`src/rtl/cpu_run_sequencer.sv`:
```
// Run controller for the 9-bit accumulator CPU: Start/Done handshake, FETCH/EXEC/MEMWAIT
// sequencing, a single commit strobe gating datapath writes, run counters and a watchdog.
module cpu_run_sequencer #(
    parameter int unsigned MEM_LAT    = 1,
    parameter int unsigned CNT_W      = 16,
    parameter int unsigned MAX_CYCLES = 0
) (
    input  logic             Clk,
    input  logic             Reset_n,
    input  logic             Start,
    input  logic             Halt_Dec,
    input  logic             Load_Dec,
    output logic             PC_Rst,
    output logic             IR_Load,
    output logic             Commit_En,
    output logic             PC_Adv,
    output logic             Done,
    output logic             Timeout,
    output logic [CNT_W-1:0] Cycle_Count,
    output logic [CNT_W-1:0] Instr_Count
);

    localparam int unsigned WAIT_W   = 3;
    localparam logic [WAIT_W-1:0] WAIT_INIT = WAIT_W'((MEM_LAT == 0) ? 0 : MEM_LAT - 1);
    localparam logic       WD_EN     = (MAX_CYCLES != 0);
    localparam logic [31:0] WD_LIMIT = 32'(MAX_CYCLES) - 32'd1;

    typedef enum logic [2:0] {
        S_IDLE, S_INIT, S_FETCH, S_EXEC, S_MEMWAIT, S_DONE
    } state_e;

    state_e             state_q, state_d;
    logic [WAIT_W-1:0]  wait_q, wait_d;
    logic [CNT_W-1:0]   cyc_q, cyc_d;
    logic [CNT_W-1:0]   ins_q, ins_d;
    logic               timeout_q, timeout_d;
    logic               commit_c, ir_load_c, run_c, wd_hit_c, cyc_inc_c, ins_inc_c;

    always_ff @(posedge Clk) begin
        if (!Reset_n) begin
            state_q   <= S_IDLE;
            wait_q    <= '0;
            cyc_q     <= '0;
            ins_q     <= '0;
            timeout_q <= 1'b0;
        end else begin
            state_q   <= state_d;
            wait_q    <= wait_d;
            cyc_q     <= cyc_d;
            ins_q     <= ins_d;
            timeout_q <= timeout_d;
        end
    end

    always_comb begin
        state_d   = state_q;
        wait_d    = wait_q;
        cyc_d     = cyc_q;
        ins_d     = ins_q;
        timeout_d = timeout_q;
        commit_c  = 1'b0;
        ir_load_c = 1'b0;
        cyc_inc_c = 1'b0;
        ins_inc_c = 1'b0;
        run_c     = (state_q == S_FETCH) || (state_q == S_EXEC) || (state_q == S_MEMWAIT);
        wd_hit_c  = WD_EN && run_c && (32'(cyc_q) == WD_LIMIT);

        case (state_q)
            S_IDLE:  if (Start) state_d = S_INIT;
            S_INIT:  if (!Start) state_d = S_FETCH;
            S_FETCH: begin
                ir_load_c = 1'b1;
                cyc_inc_c = 1'b1;
                state_d   = S_EXEC;
            end
            S_EXEC: begin
                cyc_inc_c = 1'b1;
                if (Halt_Dec) begin
                    ins_inc_c = 1'b1;
                    state_d   = S_DONE;
                end else if (Load_Dec && (MEM_LAT != 0)) begin
                    wait_d  = WAIT_INIT;
                    state_d = S_MEMWAIT;
                end else begin
                    commit_c  = 1'b1;
                    ins_inc_c = 1'b1;
                    state_d   = S_FETCH;
                end
            end
            S_MEMWAIT: begin
                cyc_inc_c = 1'b1;
                if (wait_q == '0) begin
                    commit_c  = 1'b1;
                    ins_inc_c = 1'b1;
                    state_d   = S_FETCH;
                end else begin
                    wait_d = wait_q - WAIT_W'(1);
                end
            end
            S_DONE:  if (Start) state_d = S_INIT;
            default: state_d = S_IDLE;
        endcase

        // Watchdog expiry swallows the cycle; an abort via Start overrides both it and a halt
        if (wd_hit_c) begin
            commit_c  = 1'b0;
            cyc_inc_c = 1'b0;
            ins_inc_c = 1'b0;
            timeout_d = 1'b1;
            state_d   = S_DONE;
        end
        if (run_c && Start) begin
            commit_c  = 1'b0;
            cyc_inc_c = 1'b0;
            ins_inc_c = 1'b0;
            state_d   = S_INIT;
        end

        if (cyc_inc_c && (cyc_q != '1)) cyc_d = cyc_q + CNT_W'(1);
        if (ins_inc_c && (ins_q != '1)) ins_d = ins_q + CNT_W'(1);

        // Counters and status are already clear in the first INIT cycle
        if (state_d == S_INIT) begin
            cyc_d     = '0;
            ins_d     = '0;
            timeout_d = 1'b0;
        end
    end

    assign PC_Rst      = (state_q == S_INIT);
    assign IR_Load     = ir_load_c;
    assign Commit_En   = commit_c;
    assign PC_Adv      = commit_c;
    assign Done        = (state_q == S_DONE);
    assign Timeout     = timeout_q;
    assign Cycle_Count = cyc_q;
    assign Instr_Count = ins_q;

endmodule

```
`config.mk`:
```
export PLATFORM = sky130hd
export DESIGN_NAME = cpu_run_sequencer
export DESIGN_NICKNAME = d
export VERILOG_FILES = /design/src/rtl/cpu_run_sequencer.sv
export SDC_FILE = /design/constraint.sdc
export NUM_CORES = 1
export LEC_CHECK = 0
export CAP_MARGIN = 30
export CORE_UTILIZATION = 35
export CTS_BUF_LIST = sky130_fd_sc_hd__clkbuf_4 sky130_fd_sc_hd__clkbuf_8 sky130_fd_sc_hd__clkbuf_16
export CTS_CLUSTER_SIZE = 8
export DETAILED_ROUTE_END_ITERATION = 10
export GPL_TIMING_DRIVEN = 0
export PLACE_DENSITY = 0.66
export REMOVE_ABC_BUFFERS = 1
export SLEW_MARGIN = 20
export SYNTH_ARGS = -nofsm -noshare
export SYNTH_HDL_FRONTEND = slang
export SYNTH_SLANG_ARGS = --single-unit
```
`constraint.sdc`:
```
create_clock -name Clk -period 2.1 [get_ports Clk]
set_input_delay 0.315 -clock Clk [delete_from_list [all_inputs] [get_ports Clk]]
set_output_delay 0.315 -clock Clk [all_outputs]
set_load 0.03 [all_outputs]
```
==> impl_metrics.py, run 1 <==
metrics = {
    "status": {
        "status": "finished, final reports clean",
    },
    "clocking": {
        "clk_latency_ns": 0.29,
        "cts_hold_buf": 0,
        "cts_htree_levels": 2,
        "cts_root_buf": "clkbuf_8",
        "numCtsBuffers": 5,
        "cts_sinks": 38,
        "clock_path_buffers": 2,
        "cts.clk_slew.worst_paths_ns": 0.07,
        "cts_tree": "done",
    },
    "layout": {
        "fill_cells": 553,
        "drive_above_1_share": 0.101,
        "multi_input_area_sq_um": 1310,
        "fin_cells": 369,
        "regArea_sq_um": 767,
        "n_antenna_cell": 0,
        "area_growth_pct": 30.9,
        "nets": 305,
    },
    "synthesis": {
        "synthMostInstantiatedCell": "dfxtp_1",
        "yosys_warnings": 0,
        "synth_ff_type": "dfxtp_1",
        "syn-instance-count": 257,
        "seq_area_frac_synth": 0.362,
        "yosys.area.top_type_share": 0.362,
        "synth.distinct_cells": 46,
        "synth_commonest_cells": "dfxtp_1, nor2_1, nand2_1, a21oi_1, nand3_1",
        "async_flop_share": 0,
        "yosysTopAreaCell": "dfxtp_1",
        "ys_ff_latch": 38,
        "syn_area_per_cell_sq_um": 8.17,
        "synth_area_sq_um": 2100,
        "synth_edf_count": 0,
        "synthTopCellsByArea": "dfxtp_1, a21oi_1, nor2_1",
    },
    "floorplanning": {
        "die_area_sq_um": 6310,
        "initial_core_util": 0.372,
        "dieWidth_um": 79.5,
        "die_h_um": 79.5,
        "rows": 27,
        "ios": 43,
        "design.core.area_sq_um": 5640,
    },
    "timing": {
        "fmax_mhz": 487,
        "slew_viol_final": 0,
        "worst_hold_slack_ns": 0.498,
        "fin_crit_ns": 2.05,
        "final_hold_viol_count": 0,
        "finalClockSkew_ns": 0.00606,
        "fin_crit_sh": 0.977,
        "worst_pin_slew_ns": 0.658,
        "setup_viol": 0,
        "slew_headroom": 0.561,
    },
    "run": {
        "drv_cap": 0,
    },
    "routing": {
        "dr.first_iter.drc_count": 162,
        "drtPass1Iterations": 4,
        "routed_wl_mm": 5.03,
        "antenna_left": 0,
        "viasPerCell": 5.49,
        "vias": 2025,
        "remaining_drc_errors": 0,
        "wl_per_cell_um": 13.6,
    },
    "critical_path": {
        "crit_path_end_kind": "primary output",
        "cp-start-kind": "register",
        "cp.required_ns": 1.78,
        "worstPathMaxFanout": 13,
        "critical_path_class": "register to primary output",
        "worstPathArrival_ns": 1.74,
    },
    "placed_design": {
        "io_buffers": 41,
        "dp.cells": 356,
        "place_congestion": 0.771,
        "place_hpwl_mm": 3.36,
    },
    "global_route": {
        "grt_pass1_wl_mm": 8.15,
        "grt_max_degree": 28,
        "globalRouteOverflowTotal": 0,
        "antenna_found_initial": 0,
        "first_global_vias": 1764,
        "grt_usage": 0.162,
    },
    "power": {
        "irDropWorstVdd_mv": 0.240,
        "powerDensity_nw_per_um2": 508,
        "leakagePower_nw": 0.884,
    },
    "min_path": {
        "hold_class": "register to register",
    },
}
[routing by layer]
layer	up-vias	GRT usage	part of all wire
li1	1021	-	-
met4	0	0.0491	0.0030
met3	2	0.0343	0.059
met1	937	0.212	0.47
met5	-	0	0
met2	65	0.263	0.47
[power by group]
part	total (mW)	switching [mW]	internal [mW]
registers	0.729	0.00686	0.722
logic	0.0748	0.0451	0.0297
clock network	0.592	0.260	0.332
[layout make-up]
type                            instances  area share
Tap cell                               72      0.0328
Sequential cell                        38       0.279
Timing Repair Buffer                   46       0.169
Inverter                                3     0.00410
Clock buffer                            8      0.0401
Multi-Input combinational cell        202       0.475
[placed cells by master, fill, tap and decap left out, drive strengths merged, types with 3 or more instances in the layout]
cell type / count
nor4: 3
nand3: 14
clkbuf: 8
and4: 6
dfxtp: 38
buf: 7
clkdlybuf4s50: 37
o31ai: 10
or3: 3
or4: 9
mux2i: 3
nand2b: 6
nor3: 4
inv: 3
and3: 6
ha: 4
nor3b: 4
a21oi: 18
nor2: 25
o21ai: 12
nand4: 12
and2: 7
xor2: 7
xnor2: 7
nand2: 20
[worst paths after layout]
check / start / endpoint / slack [ns] / cells past startpoint
worst max-delay path: state_q[1]$_SDFF_PN0_ / Commit_En / 0.05 / 5
worst max register to register: state_q[1]$_SDFF_PN0_ / Instr_Count[9]$_SDFFE_PP0P_ / 0.13 / 5
worst min-delay path: Instr_Count[5]$_SDFFE_PP0P_ / Instr_Count[5]$_SDFFE_PP0P_ / 0.50 / 2
worst min register to register: Instr_Count[5]$_SDFFE_PP0P_ / Instr_Count[5]$_SDFFE_PP0P_ / 0.50 / 2
[timing repair]
item,in CTS,in global routing
resized for setup,20,5
endpoints found under the setup margin,24,15
gates cloned,0,1
setup buffers,0,4
pin swaps,0,2
[logic make-up after synthesis]
logic type	synth area share
AOI/OAI and AO/OA	0.148
DFF	0.362
and+or+nand+nor	0.350
adders and majority gates	0.0238
muxes	0.0143
other	0.00179
buffers and inverters	0.0405
xor gates and xnor gates	0.0584
[per-stage QoR]
step / power (mW) / setup slack (ns) / setup TNS [ns] / area, sq um / util
final: 1.40 / 0.0487 / 0 / 2750 / 0.487
after global routing: 1.45 / -0.0332 / -0.0663 / 2750 / 0.487
after CTS: 1.41 / 0.0325 / 0 / 2680 / 0.475
after detailed placement: 0.818 / -0.541 / -8.54 / 2550 / 0.453
after global placement: 0.811 / -0.535 / -11.80 / 2530 / 0.448
after floorplan: 0.782 / -0.328 / -0.719 / 2030 / -
[critical path: stages, from the launching register on]
cell and delay [ns]:
dfxtp_2 0.39, or3b_4 0.48, nor2_1 0.16, a21oi_2 0.07, a21oi_2 0.16, buf_4 0.19
[sequential cells by signal, summed over array words and instances, names as in the netlist]
signal	count
Instr_Count	16
state_q	3
wait_q	3
Cycle_Count	16
(Power assumes the default switching activity.)
==> run 2: changes to the inputs <==
- CORE_UTILIZATION: 35 -> 42
- PLACE_DENSITY: 0.66 -> 0.76
==> impl_metrics.py, run 2 (synthesis gave the netlist of run 1 again) <==
metrics = {
    "global_route": {
        "first_global_vias": 1796,
        "grt_pass1_wl_mm": 7.97,
        "grt_usage": 0.190,
        "globalRouteOverflowTotal": 0,
        "grtUsageMet3": 0.0373,
        "top_usage_layer": "met2",
        "grt_max_degree": 28,
        "met2_usage": 0.319,
        "antenna_found_initial": 0,
        "gr-usage-met1": 0.246,
    },
    "critical_path": {
        "rr_endpoint": "Instr_Count[8]$_SDFFE_PP0P_",
        "worstPathMaxFanout": 11,
        "rr_startpoint": "state_q[1]$_SDFF_PN0_",
        "setup.worst_path.start": "state_q[0]$_SDFF_PN0_",
        "crit_path_end_kind": "primary output",
        "critical_path_class": "register to primary output",
        "cp_cell_sequence": "or3b_4, nor2_1, a21oi_2, a21oi_2, buf_4",
        "reg2reg_slack_ns": 0.16,
        "worstPathArrival_ns": 1.69,
        "slowest_stage": "or3b_4",
        "cpPeakStageDelay_ns": 0.46,
        "cp_top_family": "simple AND/OR/NAND/NOR gates",
        "path_buf_inv": 1,
        "cp.required_ns": 1.78,
        "cp.depth": 5,
        "cp-start-kind": "register",
        "timing.critical_path.mode_cell": "a21oi_2",
        "worstRegToRegCells": 5,
        "endpoint": "PC_Adv",
    },
    "routing": {
        "drtPass1Iterations": 4,
        "routed_wl_mm": 4.95,
        "antenna_left": 0,
        "vias": 2048,
        "remaining_drc_errors": 0,
        "dr.first_iter.drc_count": 174,
        "viasPerCell": 5.63,
        "wl_per_cell_um": 13.6,
    },
    "power": {
        "irDropWorstVdd_mv": 0.305,
        "power_frac_comb": 0.058,
        "p_total_mw": 1.31,
        "leakagePower_nw": 0.880,
        "p_int_mw": 1.01,
        "power.switching_uw": 298,
        "powerDensity_nw_per_um2": 479,
        "p_seq_frac": 0.559,
        "clkPwrFrac": 0.383,
        "p_sw_frac": 0.229,
    },
    "clocking": {
        "cts_sinks": 38,
        "cts_hold_buf": 0,
        "cts_root_buf": "clkbuf_8",
        "clock_path_buffers": 2,
        "numCtsBuffers": 5,
        "clk_latency_ns": 0.29,
        "cts_tree": "done",
        "cts.clk_slew.worst_paths_ns": 0.07,
        "cts_htree_levels": 2,
    },
    "placed_design": {
        "place_congestion": 0.791,
        "pre_cts_ws_ns": -0.612,
        "io_buffers": 41,
        "place_hpwl_mm": 3.25,
        "dp.cells": 351,
    },
    "min_path": {
        "hold_class": "register to register",
    },
    "status": {
        "status": "finished, final reports clean",
    },
    "floorplanning": {
        "initial_core_util": 0.442,
        "design.core.area_sq_um": 4750,
        "die_h_um": 72.7,
        "ios": 43,
        "die_area_sq_um": 5290,
        "rows": 25,
        "dieWidth_um": 72.7,
    },
    "timing": {
        "tns_ns": 0,
        "slew_viol_final": 0,
        "grt_setup_unrepaired": "yes",
        "fmax_mhz": 500,
        "finalClockSkew_ns": 0.00416,
        "worst_pin_slew_ns": 0.654,
        "fin_crit_ns": 2.00,
        "setup_viol": 0,
        "slew_headroom": 0.563,
        "worst_slack_ns": 0.0981,
        "fin_crit_sh": 0.953,
        "final_hold_viol_count": 0,
    },
    "layout": {
        "n_antenna_cell": 0,
        "post-route-util": 0.573,
        "nets": 306,
        "layout_commonest_cell": "clkdlybuf4s50_1",
        "fin_cells": 364,
        "final_cell_mix": "clkdlybuf4s50_1, dfxtp_1, nor2_1",
        "area_growth_pct": 29.7,
        "drive_above_1_share": 0.101,
    },
    "run": {
        "drv_cap": 0,
    },
}
## run 2: timing repair
action,in CTS,in global routing
endpoints found under the setup margin,26,20
pin swaps,0,3
gates resized for setup,21,5
setup buffers,0,5
cloned,0,1
## run 2: stage by stage
stage / hold slack [ns] / instance area, sq um
after floorplan: 0.437 / 2030
after global placement: 0.486 / 2520
after detailed placement: 0.491 / 2550
after CTS: 0.505 / 2660
after global routing: 0.536 / 2720
final: 0.503 / 2720
## run 2: worst min-delay path by stage
stage	from	end	slack [ns]	cells after the start
floorplan	Reset_n	wait_q[0]$_SDFFE_PN0P_	0.44	1
global placement	Instr_Count[5]$_SDFFE_PP0P_	Instr_Count[5]$_SDFFE_PP0P_	0.49	2
detailed placement	Instr_Count[5]$_SDFFE_PP0P_	Instr_Count[5]$_SDFFE_PP0P_	0.49	2
CTS	Instr_Count[5]$_SDFFE_PP0P_	Instr_Count[5]$_SDFFE_PP0P_	0.50	2
global route	Instr_Count[5]$_SDFFE_PP0P_	Instr_Count[5]$_SDFFE_PP0P_	0.54	2
finish	Instr_Count[5]$_SDFFE_PP0P_	Instr_Count[5]$_SDFFE_PP0P_	0.50	2
## run 2: layout make-up
class / instances / area, sq um
repair buffers: 47 / 472
multi-input cells: 202 / 1310
clock buffers: 7 / 83.8
well taps: 67 / 83.8
flip-flops and latches: 38 / 767
inverters: 3 / 11.3
fillers: 454 / 2030
## run 2: power by group through the flow
stage	Combinational [mW]	Sequential, mW	Clock, mW
5_1_grt	0.0818	0.730	0.536
3_5_place_dp	0.0708	0.747	0
4_1_cts	0.0726	0.729	0.508
2_1_floorplan	0.0366	0.746	0
3_3_place_gp	0.0633	0.747	0
6_report	0.0759	0.730	0.500
## run 2: worst min-delay path, cell delays in order (launching register included)
cell and delay [ns]:
dfxtp_1 0.33, o31ai_1 0.07, a21oi_1 0.06
## run 2: per-layer routing
layer | vias to the layer above | share of wire
met5 | - | 0
li1 | 1029 | -
met4 | 0 | 0.0083
met2 | 51 | 0.48
met3 | 7 | 0.048
met1 | 961 | 0.46
==> run 3: changes to the inputs <==
- CORE_ASPECT_RATIO: not set -> 2
- CORE_MARGIN: not set -> 3
==> impl_metrics.py, run 3 (synthesis gave the netlist of run 1 again) <==
metrics = {
    "status": {
        "status": "finished, final reports clean",
    },
    "timing": {
        "worst_slack_ns": 0.101,
        "fin_crit_ns": 2.00,
        "fin_crit_sh": 0.952,
        "slew_viol_final": 0,
        "worst_pin_slew_ns": 0.638,
        "slew_headroom": 0.574,
        "final_hold_viol_count": 0,
        "finalClockSkew_ns": 0.00509,
        "fmax_mhz": 500,
        "setup_viol": 0,
        "worst_hold_slack_ns": 0.509,
    },
    "layout": {
        "post-route-util": 0.568,
        "nets": 305,
        "layout_commonest_cell": "clkdlybuf4s50_1",
        "n_antenna_cell": 0,
        "area_growth_pct": 28.0,
        "fill_cells": 431,
        "drive_above_1_share": 0.104,
        "final_cell_mix": "clkdlybuf4s50_1, dfxtp_1, nor2_1",
        "fin_cells": 352,
    },
    "global_route": {
        "grt_max_degree": 28,
        "first_global_vias": 1958,
        "antenna_found_initial": 0,
        "grt_pass1_wl_mm": 8.34,
        "grt_usage": 0.168,
        "globalRouteOverflowTotal": 0,
    },
    "floorplanning": {
        "rows": 35,
        "design.core.area_sq_um": 4730,
        "ios": 43,
        "die_h_um": 106,
        "dieWidth_um": 56.0,
        "die_area_sq_um": 5930,
        "initial_core_util": 0.444,
    },
    "routing": {
        "antenna_left": 0,
        "remaining_drc_errors": 0,
        "wl_per_cell_um": 14.4,
        "viasPerCell": 5.85,
        "dr.first_iter.drc_count": 56,
        "vias": 2059,
        "drtPass1Iterations": 4,
        "routed_wl_mm": 5.07,
    },
    "clocking": {
        "cts_root_buf": "clkbuf_8",
        "clk_latency_ns": 0.28,
        "cts.clk_slew.worst_paths_ns": 0.07,
        "cts_hold_buf": 0,
        "clock_path_buffers": 2,
        "cts_tree": "done",
        "cts_sinks": 38,
        "numCtsBuffers": 5,
        "cts_htree_levels": 2,
    },
    "power": {
        "p_seq_frac": 0.553,
        "powerDensity_nw_per_um2": 491,
        "p_int_mw": 1.03,
        "irDropWorstVdd_mv": 0.485,
        "clkPwrFrac": 0.392,
        "power_frac_comb": 0.055,
        "leakagePower_nw": 0.862,
        "power.switching_uw": 293,
        "p_sw_frac": 0.222,
    },
    "critical_path": {
        "worstPathArrival_ns": 2.21,
        "cpPeakStageDelay_ns": 0.52,
        "crit_path_end_kind": "register",
        "critical_path_class": "register to register",
        "slowest_stage": "or4_1",
        "cp-start-kind": "register",
        "cp.required_ns": 2.31,
        "worstPathMaxFanout": 27,
        "cp_cell_sequence": "or3b_4, nor3_4, nor2_4, or4_1, a21oi_1",
    },
    "placed_design": {
        "pre_cts_ws_ns": -0.499,
        "dp.cells": 339,
        "io_buffers": 41,
        "place_congestion": 0.800,
        "place_hpwl_mm": 3.68,
    },
    "min_path": {
        "hold_class": "register to register",
    },
    "run": {
        "drv_cap": 0,
    },
}
==> run 3: cell types whose count changed in the layout (fill, tap and decap cells not counted) <==
cell	change
a2111oi_2	+1
a2111oi_4	-1
buf_16	-1
buf_8	+1
clkbuf_4	-1
clkbuf_8	+1
clkdlybuf4s50_1	+1
clkinv_2	+1
dlymetal6s2s_1	-1
nor2_1	-1
==> run 3: final cells by class <==
type / count / area (sq um) / share of cell area
multi-input combinational: 201 / 1290 / 0.480
sequential: 38 / 767 / 0.285
timing repair buffer: 47 / 457 / 0.170
clock buffer: 7 / 90.1 / 0.0335
tap: 55 / 68.8 / 0.0256
inverter: 3 / 11.3 / 0.00419
clock inverter: 1 / 5.00 / 0.00186
==> run 3: power by group through the flow <==
stage | Combinational [mW] | Sequential [mW] | Clock [mW]
floorplan | 0.0366 | 0.746 | 0
global placement | 0.0641 | 0.747 | 0
detailed placement | 0.0680 | 0.747 | 0
CTS | 0.0677 | 0.729 | 0.544
global route | 0.0792 | 0.730 | 0.566
finish | 0.0723 | 0.730 | 0.518
==> run 3: timing repair <==
item / in CTS / in global routing
resized for setup: 18 / 8
endpoints found under the setup margin: 27 / 16
buffers inserted: 0 / 5
pin swaps: 0 / 1
==> run 3: layer usage <==
layer  part of all wire  track usage  up-vias
li1                   -            -     1024
met1               0.39        0.164      978
met2               0.55        0.327       51
met3              0.045       0.0316        6
met4              0.013       0.0730        0
met5                  0            0        -
==> run 3: metrics by stage <==
stage / setup TNS (ns) / instance area (sq um) / total power [mW]
2_1_floorplan: -0.719 / 2030 / 0.782
3_3_place_gp: -10.49 / 2500 / 0.811
3_5_place_dp: -8.40 / 2520 / 0.815
4_1_cts: -0.0315 / 2630 / 1.34
5_1_grt: -0.0201 / 2690 / 1.38
6_report: 0 / 2690 / 1.32
==> run 3: worst max-delay path, delay by kind of cell (launching register included) <==
family	cells	cell delay, ns
AND/OR/NAND/NOR	4	1.38
flip-flops	1	0.37
AO/OA/AOI/OAI	1	0.16
==> run 3: final timing paths <==
check / start / endpoint / slack (ns) / cells past startpoint
worst min-delay path: Instr_Count[4]$_SDFFE_PP0P_ / Instr_Count[4]$_SDFFE_PP0P_ / 0.51 / 2
worst max register to register: state_q[0]$_SDFF_PN0_ / Instr_Count[7]$_SDFFE_PP0P_ / 0.10 / 5
worst min register to register: Instr_Count[4]$_SDFFE_PP0P_ / Instr_Count[4]$_SDFFE_PP0P_ / 0.51 / 2
worst max-delay path: state_q[0]$_SDFF_PN0_ / Instr_Count[7]$_SDFFE_PP0P_ / 0.10 / 5
